[src/rtl/risc32i_pkg.sv]
// rtl/risc32i_pkg.sv - shared core types and constants
package risc32i_pkg;

  localparam int XLEN = 32;
  localparam logic [XLEN-1:0] INSTR_NOP = 32'h00000013;

  typedef struct packed {
    logic [XLEN-1:0] pc;
    logic [XLEN-1:0] instr;
  } fetch_entry_t;

endpackage

[src/rtl/instr_fetch_unit_if.sv]
// rtl/instr_fetch_unit_if.sv - ROM and decode-side handshake bundle of the fetch unit
interface instr_fetch_unit_if #(
  parameter int ROM_ADDR_W = 10
);
  import risc32i_pkg::*;

  logic [ROM_ADDR_W-1:0] rom_addr;
  logic [XLEN-1:0]       rom_data;
  logic                  instr_valid;
  logic                  instr_ready;
  logic [XLEN-1:0]       instr;
  logic [XLEN-1:0]       instr_pc;

  modport master (
    output rom_addr,
    input  rom_data,
    output instr_valid,
    input  instr_ready,
    output instr,
    output instr_pc
  );

  modport slave (
    input  rom_addr,
    output rom_data,
    input  instr_valid,
    output instr_ready,
    input  instr,
    input  instr_pc
  );

endinterface

[src/rtl/instr_fetch_unit_fifo.sv]
// rtl/instr_fetch_unit_fifo.sv - prefetch FIFO of {pc, instr} entries
module fetch_fifo
  import risc32i_pkg::*;
#(
  parameter int DEPTH = 2
) (
  input  logic         clk_i,
  input  logic         rst_i,
  input  logic         push_i,
  input  logic         pop_i,
  input  logic         flush_i,
  input  fetch_entry_t data_i,
  output logic         full_o,
  output logic         empty_o,
  output fetch_entry_t head_o
);

  localparam int AW = $clog2(DEPTH);

  fetch_entry_t  mem_q [DEPTH];
  logic [AW:0]   wr_ptr_q, wr_ptr_d;
  logic [AW:0]   rd_ptr_q, rd_ptr_d;
  logic          do_push, do_pop;

  // Extra pointer bit tells full from empty when the index bits match.
  assign empty_o = (wr_ptr_q == rd_ptr_q);
  assign full_o  = (wr_ptr_q[AW] != rd_ptr_q[AW]) &&
                   (wr_ptr_q[AW-1:0] == rd_ptr_q[AW-1:0]);
  assign head_o  = mem_q[rd_ptr_q[AW-1:0]];

  assign do_pop  = pop_i & ~empty_o;
  assign do_push = push_i & (~full_o | do_pop);

  always_comb begin
    wr_ptr_d = wr_ptr_q;
    rd_ptr_d = rd_ptr_q;
    if (do_push) wr_ptr_d = wr_ptr_q + 1'b1;
    if (do_pop)  rd_ptr_d = rd_ptr_q + 1'b1;
  end

  always_ff @(posedge clk_i) begin
    if (rst_i || flush_i) begin
      wr_ptr_q <= '0;
      rd_ptr_q <= '0;
    end else begin
      wr_ptr_q <= wr_ptr_d;
      rd_ptr_q <= rd_ptr_d;
    end
  end

  always_ff @(posedge clk_i) begin
    if (do_push && !flush_i) mem_q[wr_ptr_q[AW-1:0]] <= data_i;
  end

endmodule

[src/rtl/instr_fetch_unit.sv]
// rtl/instr_fetch_unit.sv - fetch PC sequencing, ROM addressing and prefetch buffering
module instr_fetch_unit
  import risc32i_pkg::*;
#(
  parameter int              ROM_ADDR_W = 10,
  parameter int              DEPTH      = 2,
  parameter logic [XLEN-1:0] RESET_PC   = 32'h0
) (
  input  logic                clk_i,
  input  logic                rst_i,
  input  logic                fetch_en_i,
  input  logic                redirect_i,
  input  logic [XLEN-1:0]     redirect_pc_i,
  instr_fetch_unit_if.master  bus
);

  logic [XLEN-1:0] fetch_pc_q, fetch_pc_d;
  logic [XLEN-1:0] last_pc_q;
  logic            push, pop, full, empty;
  fetch_entry_t    head, wr_entry;

  assign pop      = bus.instr_valid & bus.instr_ready;
  assign push     = fetch_en_i & ~redirect_i & (~full | pop);
  assign wr_entry = '{pc: fetch_pc_q, instr: bus.rom_data};

  fetch_fifo #(.DEPTH(DEPTH)) u_fifo (
    .clk_i   (clk_i),
    .rst_i   (rst_i),
    .push_i  (push),
    .pop_i   (pop & ~redirect_i),
    .flush_i (redirect_i),
    .data_i  (wr_entry),
    .full_o  (full),
    .empty_o (empty),
    .head_o  (head)
  );

  always_comb begin
    fetch_pc_d = fetch_pc_q;
    if (redirect_i)  fetch_pc_d = redirect_pc_i & ~32'h3;
    else if (push)   fetch_pc_d = fetch_pc_q + 32'd4;
  end

  // last_pc_q lets INSTR_PC keep showing the previous head once the FIFO runs dry.
  always_ff @(posedge clk_i) begin
    if (rst_i) begin
      fetch_pc_q <= RESET_PC;
      last_pc_q  <= '0;
    end else begin
      fetch_pc_q <= fetch_pc_d;
      last_pc_q  <= bus.instr_pc;
    end
  end

  assign bus.rom_addr    = fetch_pc_q[ROM_ADDR_W+1:2];
  assign bus.instr_valid = ~empty;
  assign bus.instr       = empty ? INSTR_NOP : head.instr;
  assign bus.instr_pc    = empty ? last_pc_q : head.pc;

endmodule

[src/flat_wrapper.sv]
// flat-port wrapper written by rule: the top's interface ports become plain ports
module instr_fetch_unit_flat import risc32i_pkg::*;
#(
  parameter int              ROM_ADDR_W = 10,
  parameter int              DEPTH      = 2,
  parameter logic [XLEN-1:0] RESET_PC   = 32'h0
)
  (clk_i, rst_i, fetch_en_i, redirect_i, redirect_pc_i, bus_rom_addr, bus_rom_data, bus_instr_valid, bus_instr_ready, bus_instr, bus_instr_pc);
  instr_fetch_unit_if #(.ROM_ADDR_W(ROM_ADDR_W)) bus_i ();
  input  logic clk_i;
  input  logic rst_i;
  input  logic fetch_en_i;
  input  logic redirect_i;
  input  logic [XLEN-1:0] redirect_pc_i;
  output wire logic [$bits(bus_i.rom_addr)-1:0] bus_rom_addr;
  input wire logic [$bits(bus_i.rom_data)-1:0] bus_rom_data;
  output wire logic [$bits(bus_i.instr_valid)-1:0] bus_instr_valid;
  input wire logic [$bits(bus_i.instr_ready)-1:0] bus_instr_ready;
  output wire logic [$bits(bus_i.instr)-1:0] bus_instr;
  output wire logic [$bits(bus_i.instr_pc)-1:0] bus_instr_pc;
  assign bus_rom_addr = bus_i.rom_addr;
  assign bus_i.rom_data = bus_rom_data;
  assign bus_instr_valid = bus_i.instr_valid;
  assign bus_i.instr_ready = bus_instr_ready;
  assign bus_instr = bus_i.instr;
  assign bus_instr_pc = bus_i.instr_pc;
  instr_fetch_unit #(.ROM_ADDR_W(ROM_ADDR_W), .DEPTH(DEPTH), .RESET_PC(RESET_PC)) u_core (.clk_i(clk_i), .rst_i(rst_i), .fetch_en_i(fetch_en_i), .redirect_i(redirect_i), .redirect_pc_i(redirect_pc_i), .bus(bus_i));
endmodule
[config.mk]
export PLATFORM = sky130hd
export DESIGN_NAME = instr_fetch_unit_flat
export DESIGN_NICKNAME = d
export VERILOG_FILES = /design/src/rtl/risc32i_pkg.sv /design/src/rtl/instr_fetch_unit_if.sv /design/src/rtl/instr_fetch_unit_fifo.sv /design/src/rtl/instr_fetch_unit.sv /design/src/flat_wrapper.sv
export SDC_FILE = /design/constraint.sdc
export NUM_CORES = 1
export LEC_CHECK = 0
export ABC_AREA = 1
export BUFFER_PORTS_ARGS = -buffer_cell sky130_fd_sc_hd__buf_4
export CORE_ASPECT_RATIO = 2
export CORE_MARGIN = 2
export CORE_UTILIZATION = 58
export CTS_BUF_LIST = sky130_fd_sc_hd__clkbuf_4
export DETAILED_ROUTE_END_ITERATION = 6
export MAX_ROUTING_LAYER = met4
export PLACE_DENSITY = 0.88
export SKIP_CTS_REPAIR_TIMING = 1
export SLEW_MARGIN = 20
export SYNTH_ARGS = -nofsm -noshare
export SYNTH_HDL_FRONTEND = slang
export SYNTH_SLANG_ARGS = --single-unit
export TNS_END_PERCENT = 10
[constraint.sdc]
create_clock -name clk_i -period 5.3 [get_ports clk_i]
set_clock_uncertainty 0.05 [all_clocks]
set_input_delay 1.325 -clock clk_i [delete_from_list [all_inputs] [get_ports clk_i]]
set_output_delay 1.325 -clock clk_i [all_outputs]
set_load 0.01 [all_outputs]
==> impl_metrics.py, run 1 <==
metrics = {
    "yosys": {
        "synth.most_common_cell": "nand2_1",
        "syn_inst": 906,
        "synth-seq-area-share": 0.6122,
        "syn_area_per_cell_sq_um": 9.131,
        "synth_edf_count": 124,
        "synth.distinct_cells": 31,
        "synth-seq-cells": 191,
        "netlist_area_sq_um": 8273,
        "ys_warn_count": 0,
        "synth_ff_type": "edfxtp_1",
        "syn-num-nets": 976,
        "yosysTopAreaCell": "edfxtp_1",
        "synth_top_area_frac": 0.4501,
        "synthTopCellsByArea": "edfxtp_1 45%, dfxtp_1 16%, nand2_1 9.5%",
        "synth_common_cells": "209 x nand2_1, 128 x nor2_1, 124 x edfxtp_1",
        "synthArstFlopShare": 0,
    },
    "die": {
        "die_width_microns": 88.45,
        "floorplan.initialDensity": 0.5956,
        "die_h_microns": 172.9,
        "rows": 61,
        "die_area_sq_um": 15290,
        "ioPinCount": 144,
        "core_sq_um": 13890,
    },
    "timing": {
        "timing.final.crit_share": 0.7634,
        "hold_violations": 0,
        "rsz0062_at_grt": "no",
        "holdWs_ns": 0.4047,
        "fmax_ghz": 0.2471,
        "finalSetupViolCount": 0,
        "setup-tns-final_ns": 0,
        "worst_slew_pin_slew_ns": 0.8647,
        "fin_crit_ns": 4.046,
        "max_slew_margin": 0.4229,
        "slew_violations": 0,
    },
    "critical_path": {
        "start_kind": "register",
        "crit_path_max_incr_delay_ns": 0.46,
        "end_kind": "output port",
        "cp_cell_sequence": "inv_2 > nand2_1 > nand2_1 > nand3_2 > buf_4 > o21ai_0 > o21ai_0 > inv_1 > buf_4",
        "crit_arrival_ns": 2.67,
        "r2r_cells": 7,
        "reg2reg_slack_ns": 2.56,
        "setup.worst_path.class": "reg -> out",
        "crit_fanout": 52,
        "critPathRequiredTime_ns": 3.92,
        "cp_slowest_cell": "dfxtp_1",
    },
    "cells_and_area": {
        "final_util": 0.6919,
        "nets": 1093,
        "syn2layout_area_growth_pct": 16.17,
        "fillers": 1077,
        "drive_above_1_share": 0.1988,
    },
    "run": {
        "drv_cap": 0,
    },
    "worst_hold_path": {
        "hp-class": "reg -> reg",
        "hold_depth": 2,
    },
    "drt": {
        "ant_nets": 0,
        "wl_per_cell_microns": 14.17,
        "drc": 0,
        "drtIter0Drc": 369,
        "first_pass_iters": 5,
        "num_vias": 6372,
        "routed_via_density": 5.197,
        "routed_wl_microns": 17380,
    },
    "global_route": {
        "track_usage": 0.2363,
        "grt_max_degree": 63,
        "antenna_found_initial": 1,
        "grt_overflow": 0,
        "grt_pass1_wl_microns": 27210,
        "grt_pass1_vias": 5922,
    },
    "cts": {
        "cts.path.max_buffers": 2,
        "cts_made_buffers": 17,
        "clk_pin_slew_ns": 0.14,
        "root_buffer": "clkbuf_4",
        "clock-sinks": 191,
        "clock_latency_ns": 0.55,
        "cts_tree": "built",
        "htreeDepth": 4,
    },
    "placement": {
        "hpwl_microns": 11910,
        "port_buffers": 141,
        "gp_congestion": 0.9026,
    },
    "pwr": {
        "p_leak_nw": 4.059,
        "powerDensity_nw_per_um2": 275.3,
        "power_mw": 2.646,
        "ir_worst_vdd_mv": 0.1350,
    },
    "outcome": {
        "outcome": "finished clean",
    },
}
per-stage QoR:
step	cells	setup slack [ns]	cell area, sq um
after floorplan	906	0.3087	8273
after global placement	1193	1.569	9355
after detailed placement	1193	1.544	9355
after CTS	1225	1.252	9607
after global routing	1226	1.127	9610
final	1226	1.254	9610
registers in the layout (all words and copies together), names as in the netlist, named ones only:
signal and flops:
u_core.u_fifo.wr_ptr_q 2, u_core.u_fifo.mem_q 124, u_core.u_fifo.rd_ptr_q 2, u_core.fetch_pc_q 30, u_core.last_pc_q 32
final timing paths:
check / to / from
worst max-delay path: bus_instr_pc[19] / u_core.u_fifo.wr_ptr_q[0]$_SDFFE_PP0P_
worst min-delay path: u_core.last_pc_q[0]$_SDFF_PP0_ / u_core.last_pc_q[0]$_SDFF_PP0_
worst max register to register: u_core.u_fifo.mem_q[0][53]$_DFFE_PP_ / u_core.u_fifo.wr_ptr_q[0]$_SDFFE_PP0P_
worst min register to register: u_core.last_pc_q[0]$_SDFF_PP0_ / u_core.last_pc_q[0]$_SDFF_PP0_
power breakdown:
| group | switching (mW) | total, mW | internal, mW |
|---|---|---|---|
| Combinational | 0.148 | 0.265 | 0.117 |
| Sequential | 0.0390 | 1.68 | 1.64 |
| Clock | 0.449 | 0.698 | 0.250 |
| Total | 0.636 | 2.65 | 2.01 |
area by class of cell:
cell class | count | area (sq um) | area share
Multi-Input combinational cell | 573 | 2596 | 0.2701
Clock inverter | 11 | 93.84 | 0.009764
Antenna cell | 1 | 2.502 | 0.0002604
Clock buffer | 21 | 157.7 | 0.01640
Timing Repair Buffer | 148 | 1111 | 0.1156
Tap cell | 189 | 236.5 | 0.02461
Inverter | 92 | 346.6 | 0.03606
Sequential cell | 191 | 5066 | 0.5271
cell usage in the layout (no fill, tap or decap), types with 7 or more instances in the layout:
cell,netlist,routed
dfxtp_1,67,66
a21oi_1,58,58
nor2_4,6,7
o21ai_0,56,56
edfxtp_1,124,124
o21bai_1,7,7
nand2_1,209,209
o21ai_1,9,9
nand3_1,68,68
buf_4,13,148
inv_1,86,86
clkbuf_4,0,21
nor2_1,128,127
logic make-up (layout without fill, tap and decap cells):
family,count (synthesis),in the layout,share of synthesized area
AO/OA/AOI/OAI,132,132,0.08258
XOR/XNOR,5,5,0.005293
adder cells (fa/ha/maj),1,1,0.001512
buffers and inverters,142,272,0.07486
flip-flops,191,191,0.6122
other,0,1,0
AND/OR/NAND/NOR,435,435,0.2235
per-layer routing:
| layer | GRT usage | vias up | share of wire |
|---|---|---|---|
| li1 | - | 3193 | - |
| met1 | 0.2430 | 2905 | 0.36 |
| met2 | 0.4170 | 227 | 0.55 |
| met3 | 0.03771 | 47 | 0.053 |
| met4 | 0.1218 | 0 | 0.037 |
| met5 | - | - | 0 |
worst max-delay path, delay by kind of cell, from the launching register on:
family	cells	cell delay (ns)
compound gates	2	0.43
buf+inv	4	0.83
simple gates	3	0.39
flops	1	0.46
(Power assumes the default switching activity.)
==> run 2, diff against run 1 <==
Settings changed: CORE_UTILIZATION 58 to 52, PLACE_DENSITY 0.88 to 0.84.
Clock period 5.3 ns to 3.7 ns, I/O delays scaled along.
==> impl_metrics.py, run 2 (synthesized netlist as in run 1, its figures left out) <==
metrics = {
    "die": {
        "ioPinCount": 144,
        "core_sq_um": 15700,
        "die_width_microns": 93.19,
        "rows": 65,
        "die_area_sq_um": 17000,
        "die_h_microns": 182.4,
        "floorplan.initialDensity": 0.5271,
    },
    "cells_and_area": {
        "largest_reg_flops": 124,
        "fillers": 1303,
        "drive_above_1_share": 0.2015,
        "layout_commonest_cell": "nand2_1",
        "syn2layout_area_growth_pct": 17.35,
        "final_cell_mix": "209 x nand2_1, 146 x buf_4, 127 x nor2_1",
        "nets": 1094,
        "finalInstanceArea_sq_um": 9708,
    },
    "drt": {
        "ant_nets": 0,
        "routed_via_density": 5.174,
        "drc": 0,
        "first_pass_iters": 5,
        "num_vias": 6411,
        "routed_wl_microns": 17990,
        "drtIter0Drc": 320,
        "wl_per_cell_microns": 14.52,
    },
    "global_route": {
        "antenna_found_initial": 1,
        "grt_overflow": 0,
        "track_usage": 0.2212,
        "grt_pass1_vias": 6115,
        "grt_pass1_wl_microns": 28660,
        "grt_max_degree": 66,
    },
    "cts": {
        "clock_latency_ns": 0.57,
        "clk_pin_slew_ns": 0.16,
        "htreeDepth": 4,
        "root_buffer": "clkbuf_4",
        "cts_tree": "built",
        "clock-sinks": 191,
        "cts_made_buffers": 17,
        "cts.path.max_buffers": 2,
    },
    "pwr": {
        "powerDensity_nw_per_um2": 401.4,
        "p_leak_nw": 4.113,
        "ir_worst_vdd_mv": 0.2090,
    },
    "timing": {
        "rsz0062_at_grt": "no",
        "setup-tns-final_ns": 0,
        "hold_violations": 0,
        "holdWs_ns": 0.4173,
        "worst_slew_pin_slew_ns": 0.7378,
        "fin_crit_ns": 3.340,
        "max_slew_margin": 0.5064,
        "slew_violations": 0,
        "finalSetupViolCount": 0,
        "timing.final.crit_share": 0.9027,
        "fmax_ghz": 0.2994,
    },
    "critical_path": {
        "critPathRequiredTime_ns": 2.72,
        "crit_arrival_ns": 2.36,
        "setup.worst_path.class": "reg -> out",
        "r2r_end": "u_core.fetch_pc_q[24]$_SDFFE_PP0P_",
        "rr_startpoint": "u_core.u_fifo.wr_ptr_q[0]$_SDFFE_PP0P_",
        "r2r_cells": 8,
        "crit_fanout": 39,
        "reg2reg_slack_ns": 1.36,
        "end_kind": "output port",
        "start_kind": "register",
    },
    "run": {
        "drv_cap": 0,
    },
    "outcome": {
        "outcome": "finished clean",
    },
    "placement": {
        "gp_congestion": 0.8828,
        "port_buffers": 141,
        "hpwl_microns": 12290,
        "dpl_cell_area_sq_um": 9415,
    },
    "worst_hold_path": {
        "holdCritStartpoint": "u_core.last_pc_q[1]$_SDFF_PP0_",
        "whs_endpoint": "u_core.last_pc_q[1]$_SDFF_PP0_",
        "hp-class": "reg -> reg",
        "hold_depth": 2,
    },
}
run 2: changes by cell type in the layout (fill, tap and decap cells not counted), sizes merged:
cell,change
buf,+1
bufinv,+1
clkbuf,-2
clkinv,+3
clkinvlp,-5
inv,+3
run 2: cell type report:
class | instances | area, sq um | area share
well taps | 201 | 251.5 | 0.02591
diodes | 1 | 2.502 | 0.0002578
multi-input cells | 573 | 2604 | 0.2682
inverters | 92 | 345.3 | 0.03557
clock buffers | 19 | 142.6 | 0.01469
clock inverters | 13 | 140.1 | 0.01443
repair buffers | 149 | 1156 | 0.1191
flip-flops and latches | 191 | 5066 | 0.5218
run 2: how the worst max path moves through the flow:
stage                                            from                                   to  slack (ns)  depth (start not counted)
2_1_floorplan                              redirect_i  u_core.u_fifo.mem_q[0][0]$_DFFE_PP_        0.15                          5
3_3_place_gp   u_core.u_fifo.wr_ptr_q[0]$_SDFFE_PP0P_                     bus_instr_pc[26]        0.81                          7
3_5_place_dp   u_core.u_fifo.wr_ptr_q[0]$_SDFFE_PP0P_                     bus_instr_pc[18]        0.72                          7
4_1_cts        u_core.u_fifo.wr_ptr_q[0]$_SDFFE_PP0P_                     bus_instr_pc[18]        0.07                          7
5_1_grt        u_core.u_fifo.wr_ptr_q[0]$_SDFFE_PP0P_                     bus_instr_pc[31]        0.17                          8
6_report       u_core.u_fifo.wr_ptr_q[0]$_SDFFE_PP0P_                     bus_instr_pc[31]        0.36                          7
run 2: report_power, final:
| group | switching [mW] | internal [mW] |
|---|---|---|
| clock network | 0.676 | 0.422 |
| registers | 0.0571 | 2.35 |
| logic | 0.216 | 0.170 |
| total | 0.949 | 2.95 |
run 2: metal layers:
| metal | wire [microns] | GRT usage |
|---|---|---|
| met1 | 6449 | 0.2240 |
| met2 | 10090 | 0.4070 |
| met3 | 960 | 0.04129 |
| met4 | 490 | 0.09471 |
| met5 | 0 | - |
run 2: through the flow:
stage | power (mW) | cells | setup WS [ns] | util
after floorplan | 2.659 | 906 | 0.1546 | -
after global placement | 2.829 | 1206 | 0.8088 | 0.5998
after detailed placement | 2.846 | 1206 | 0.7246 | 0.5998
after CTS | 3.932 | 1238 | 0.06641 | 0.6179
after global routing | 4.075 | 1239 | 0.1738 | 0.6185
final | 3.896 | 1239 | 0.3601 | 0.6185
run 2: worst max-delay path, cell delays in order, from the launching register on:
cell     delay, ns
dfxtp_1       0.47
nand2_1       0.08
nand2_1       0.14
nand3_4       0.31
buf_4         0.31
o21ai_0       0.26
inv_1         0.07
buf_4         0.15
==> run 3, diff against run 2 <==
Settings changed: CORE_MARGIN 2 to not set.
==> impl_metrics.py, run 3 (synthesized netlist as in run 1, its figures left out) <==
metrics = {
    "outcome": {
        "outcome": "finished clean",
    },
    "cells_and_area": {
        "syn2layout_area_growth_pct": 17.35,
        "drive_above_1_share": 0.1996,
        "final_cell_mix": "209 x nand2_1, 146 x buf_4, 127 x nor2_1",
        "largest_reg_flops": 124,
        "finalNonFillerCells": 1236,
        "finalInstanceArea_sq_um": 9708,
        "layout_commonest_cell": "nand2_1",
        "nets": 1094,
    },
    "placement": {
        "port_buffers": 141,
        "hpwl_microns": 12110,
        "dpl.cell_count": 1203,
        "dp_slack_ns": 0.7055,
        "dpl_cell_area_sq_um": 9412,
        "gp_congestion": 0.9219,
    },
    "critical_path": {
        "cp_top_family": "buffers and inverters",
        "crit_path_max_incr_delay_ns": 0.39,
        "rr_startpoint": "u_core.u_fifo.wr_ptr_q[0]$_SDFFE_PP0P_",
        "path_buf_inv": 4,
        "cp_slowest_cell": "dfxtp_1",
        "r2r_end": "u_core.u_fifo.mem_q[1][9]$_DFFE_PP_",
        "cpMostUsedCell": "nand2_1",
        "end_kind": "output port",
        "cp_cell_sequence": "inv_2 > nand2_1 > nand2_1 > nand3_4 > buf_12 > o21ai_0 > inv_1 > buf_4",
        "start_kind": "register",
        "setup.worst_path.class": "reg -> out",
        "r2r_cells": 7,
        "crit_arrival_ns": 2.35,
        "reg2reg_slack_ns": 1.33,
        "critPathRequiredTime_ns": 2.72,
        "crit_fanout": 40,
    },
    "timing": {
        "setup-tns-final_ns": 0,
        "finalSetupViolCount": 0,
        "fmax_ghz": 0.3012,
        "setup_ws_ns": 0.3794,
        "hold_violations": 0,
        "fin_crit_ns": 3.321,
        "worst_slew_pin_slew_ns": 0.7562,
        "timing.final.crit_share": 0.8975,
        "rsz0062_at_grt": "no",
        "max_slew_margin": 0.4941,
        "slew_violations": 0,
    },
    "global_route": {
        "track_usage": 0.2328,
        "use_met2": 0.4445,
        "grt_pass1_vias": 6125,
        "use_met1": 0.2237,
        "antenna_found_initial": 1,
        "grt_busiest_layer": "met2",
        "grt.met3_usage": 0.03207,
        "grt_overflow": 0,
        "grt_pass1_wl_microns": 28990,
        "grt_max_degree": 66,
    },
    "worst_hold_path": {
        "holdCritStartpoint": "u_core.last_pc_q[0]$_SDFF_PP0_",
        "whs_endpoint": "u_core.last_pc_q[0]$_SDFF_PP0_",
        "hold_depth": 2,
        "hp-class": "reg -> reg",
    },
    "cts": {
        "root_buffer": "clkbuf_4",
        "cts_tree": "built",
        "cts.path.max_buffers": 2,
        "cts_made_buffers": 17,
        "clk_pin_slew_ns": 0.16,
        "clock_latency_ns": 0.55,
        "clock-sinks": 191,
        "htreeDepth": 4,
    },
    "die": {
        "ioPinCount": 144,
        "die_width_microns": 91.19,
        "die_area_sq_um": 16450,
        "floorplan.initialDensity": 0.5353,
        "rows": 64,
        "core_sq_um": 15450,
        "die_h_microns": 180.4,
    },
    "drt": {
        "drc": 0,
        "routed_via_density": 5.135,
        "wl_per_cell_microns": 14.36,
        "num_vias": 6347,
        "drtIter0Drc": 309,
        "ant_nets": 0,
        "routed_wl_microns": 17750,
        "first_pass_iters": 5,
    },
    "pwr": {
        "p_leak_nw": 4.094,
        "ir_worst_vdd_mv": 0.2060,
        "powerDensity_nw_per_um2": 403.6,
    },
    "run": {
        "drv_cap": 0,
    },
}
[run 3: area by class of cell]
class                   instances  area (sq um)
flip-flops and latches        191          5066
repair buffers                149          1156
inverters                      92         345.3
multi-input cells             573          2604
clock buffers                  17         127.6
well taps                     198         247.7
diodes                          1         2.502
clock inverters                15         158.9
fillers                      1300          5747
[run 3: per-layer routing]
metal  part of all wire  up-vias
li1                   -     3195
met2               0.57      155
met4              0.028        0
met5                  0        -
met3              0.039       34
met1               0.36     2963
[run 3: worst max-delay path by stage]
stage                                      startpoint                                   to  slack [ns]  depth (start not counted)
6_report       u_core.u_fifo.wr_ptr_q[0]$_SDFFE_PP0P_                     bus_instr_pc[27]        0.38                          8
5_1_grt        u_core.u_fifo.wr_ptr_q[0]$_SDFFE_PP0P_                     bus_instr_pc[27]        0.13                          8
4_1_cts        u_core.u_fifo.wr_ptr_q[0]$_SDFFE_PP0P_                     bus_instr_pc[27]        0.05                          8
3_5_place_dp   u_core.u_fifo.wr_ptr_q[0]$_SDFFE_PP0P_                     bus_instr_pc[27]        0.71                          8
3_3_place_gp   u_core.u_fifo.wr_ptr_q[0]$_SDFFE_PP0P_                     bus_instr_pc[27]        0.74                          7
2_1_floorplan                              redirect_i  u_core.u_fifo.mem_q[0][0]$_DFFE_PP_        0.15                          5
[run 3: worst reg2reg max path, stage by stage, from the launching register on]
cell      delay (ns)
dfxtp_1         0.46
inv_2           0.08
nand2_1         0.08
nand2_1         0.11
nand3b_1        0.15
nand2_2         0.44
nor2_4          0.28
buf_12          0.35
[run 3: metrics by stage]
stage	hold slack [ns]	util	total power [mW]
2_1_floorplan	0.3746	-	2.659
3_3_place_gp	0.3816	0.6090	2.831
3_5_place_dp	0.3882	0.6090	2.846
4_1_cts	0.4078	0.6275	3.951
5_1_grt	0.4339	0.6282	4.080
6_report	0.4021	0.6282	3.918
[run 3: power breakdown]
part	switching [mW]	leakage, nW	internal [mW]
registers	0.0554	1.69	2.35
logic	0.214	2.26	0.171
clock network	0.709	0.147	0.413
total	0.979	4.09	2.94
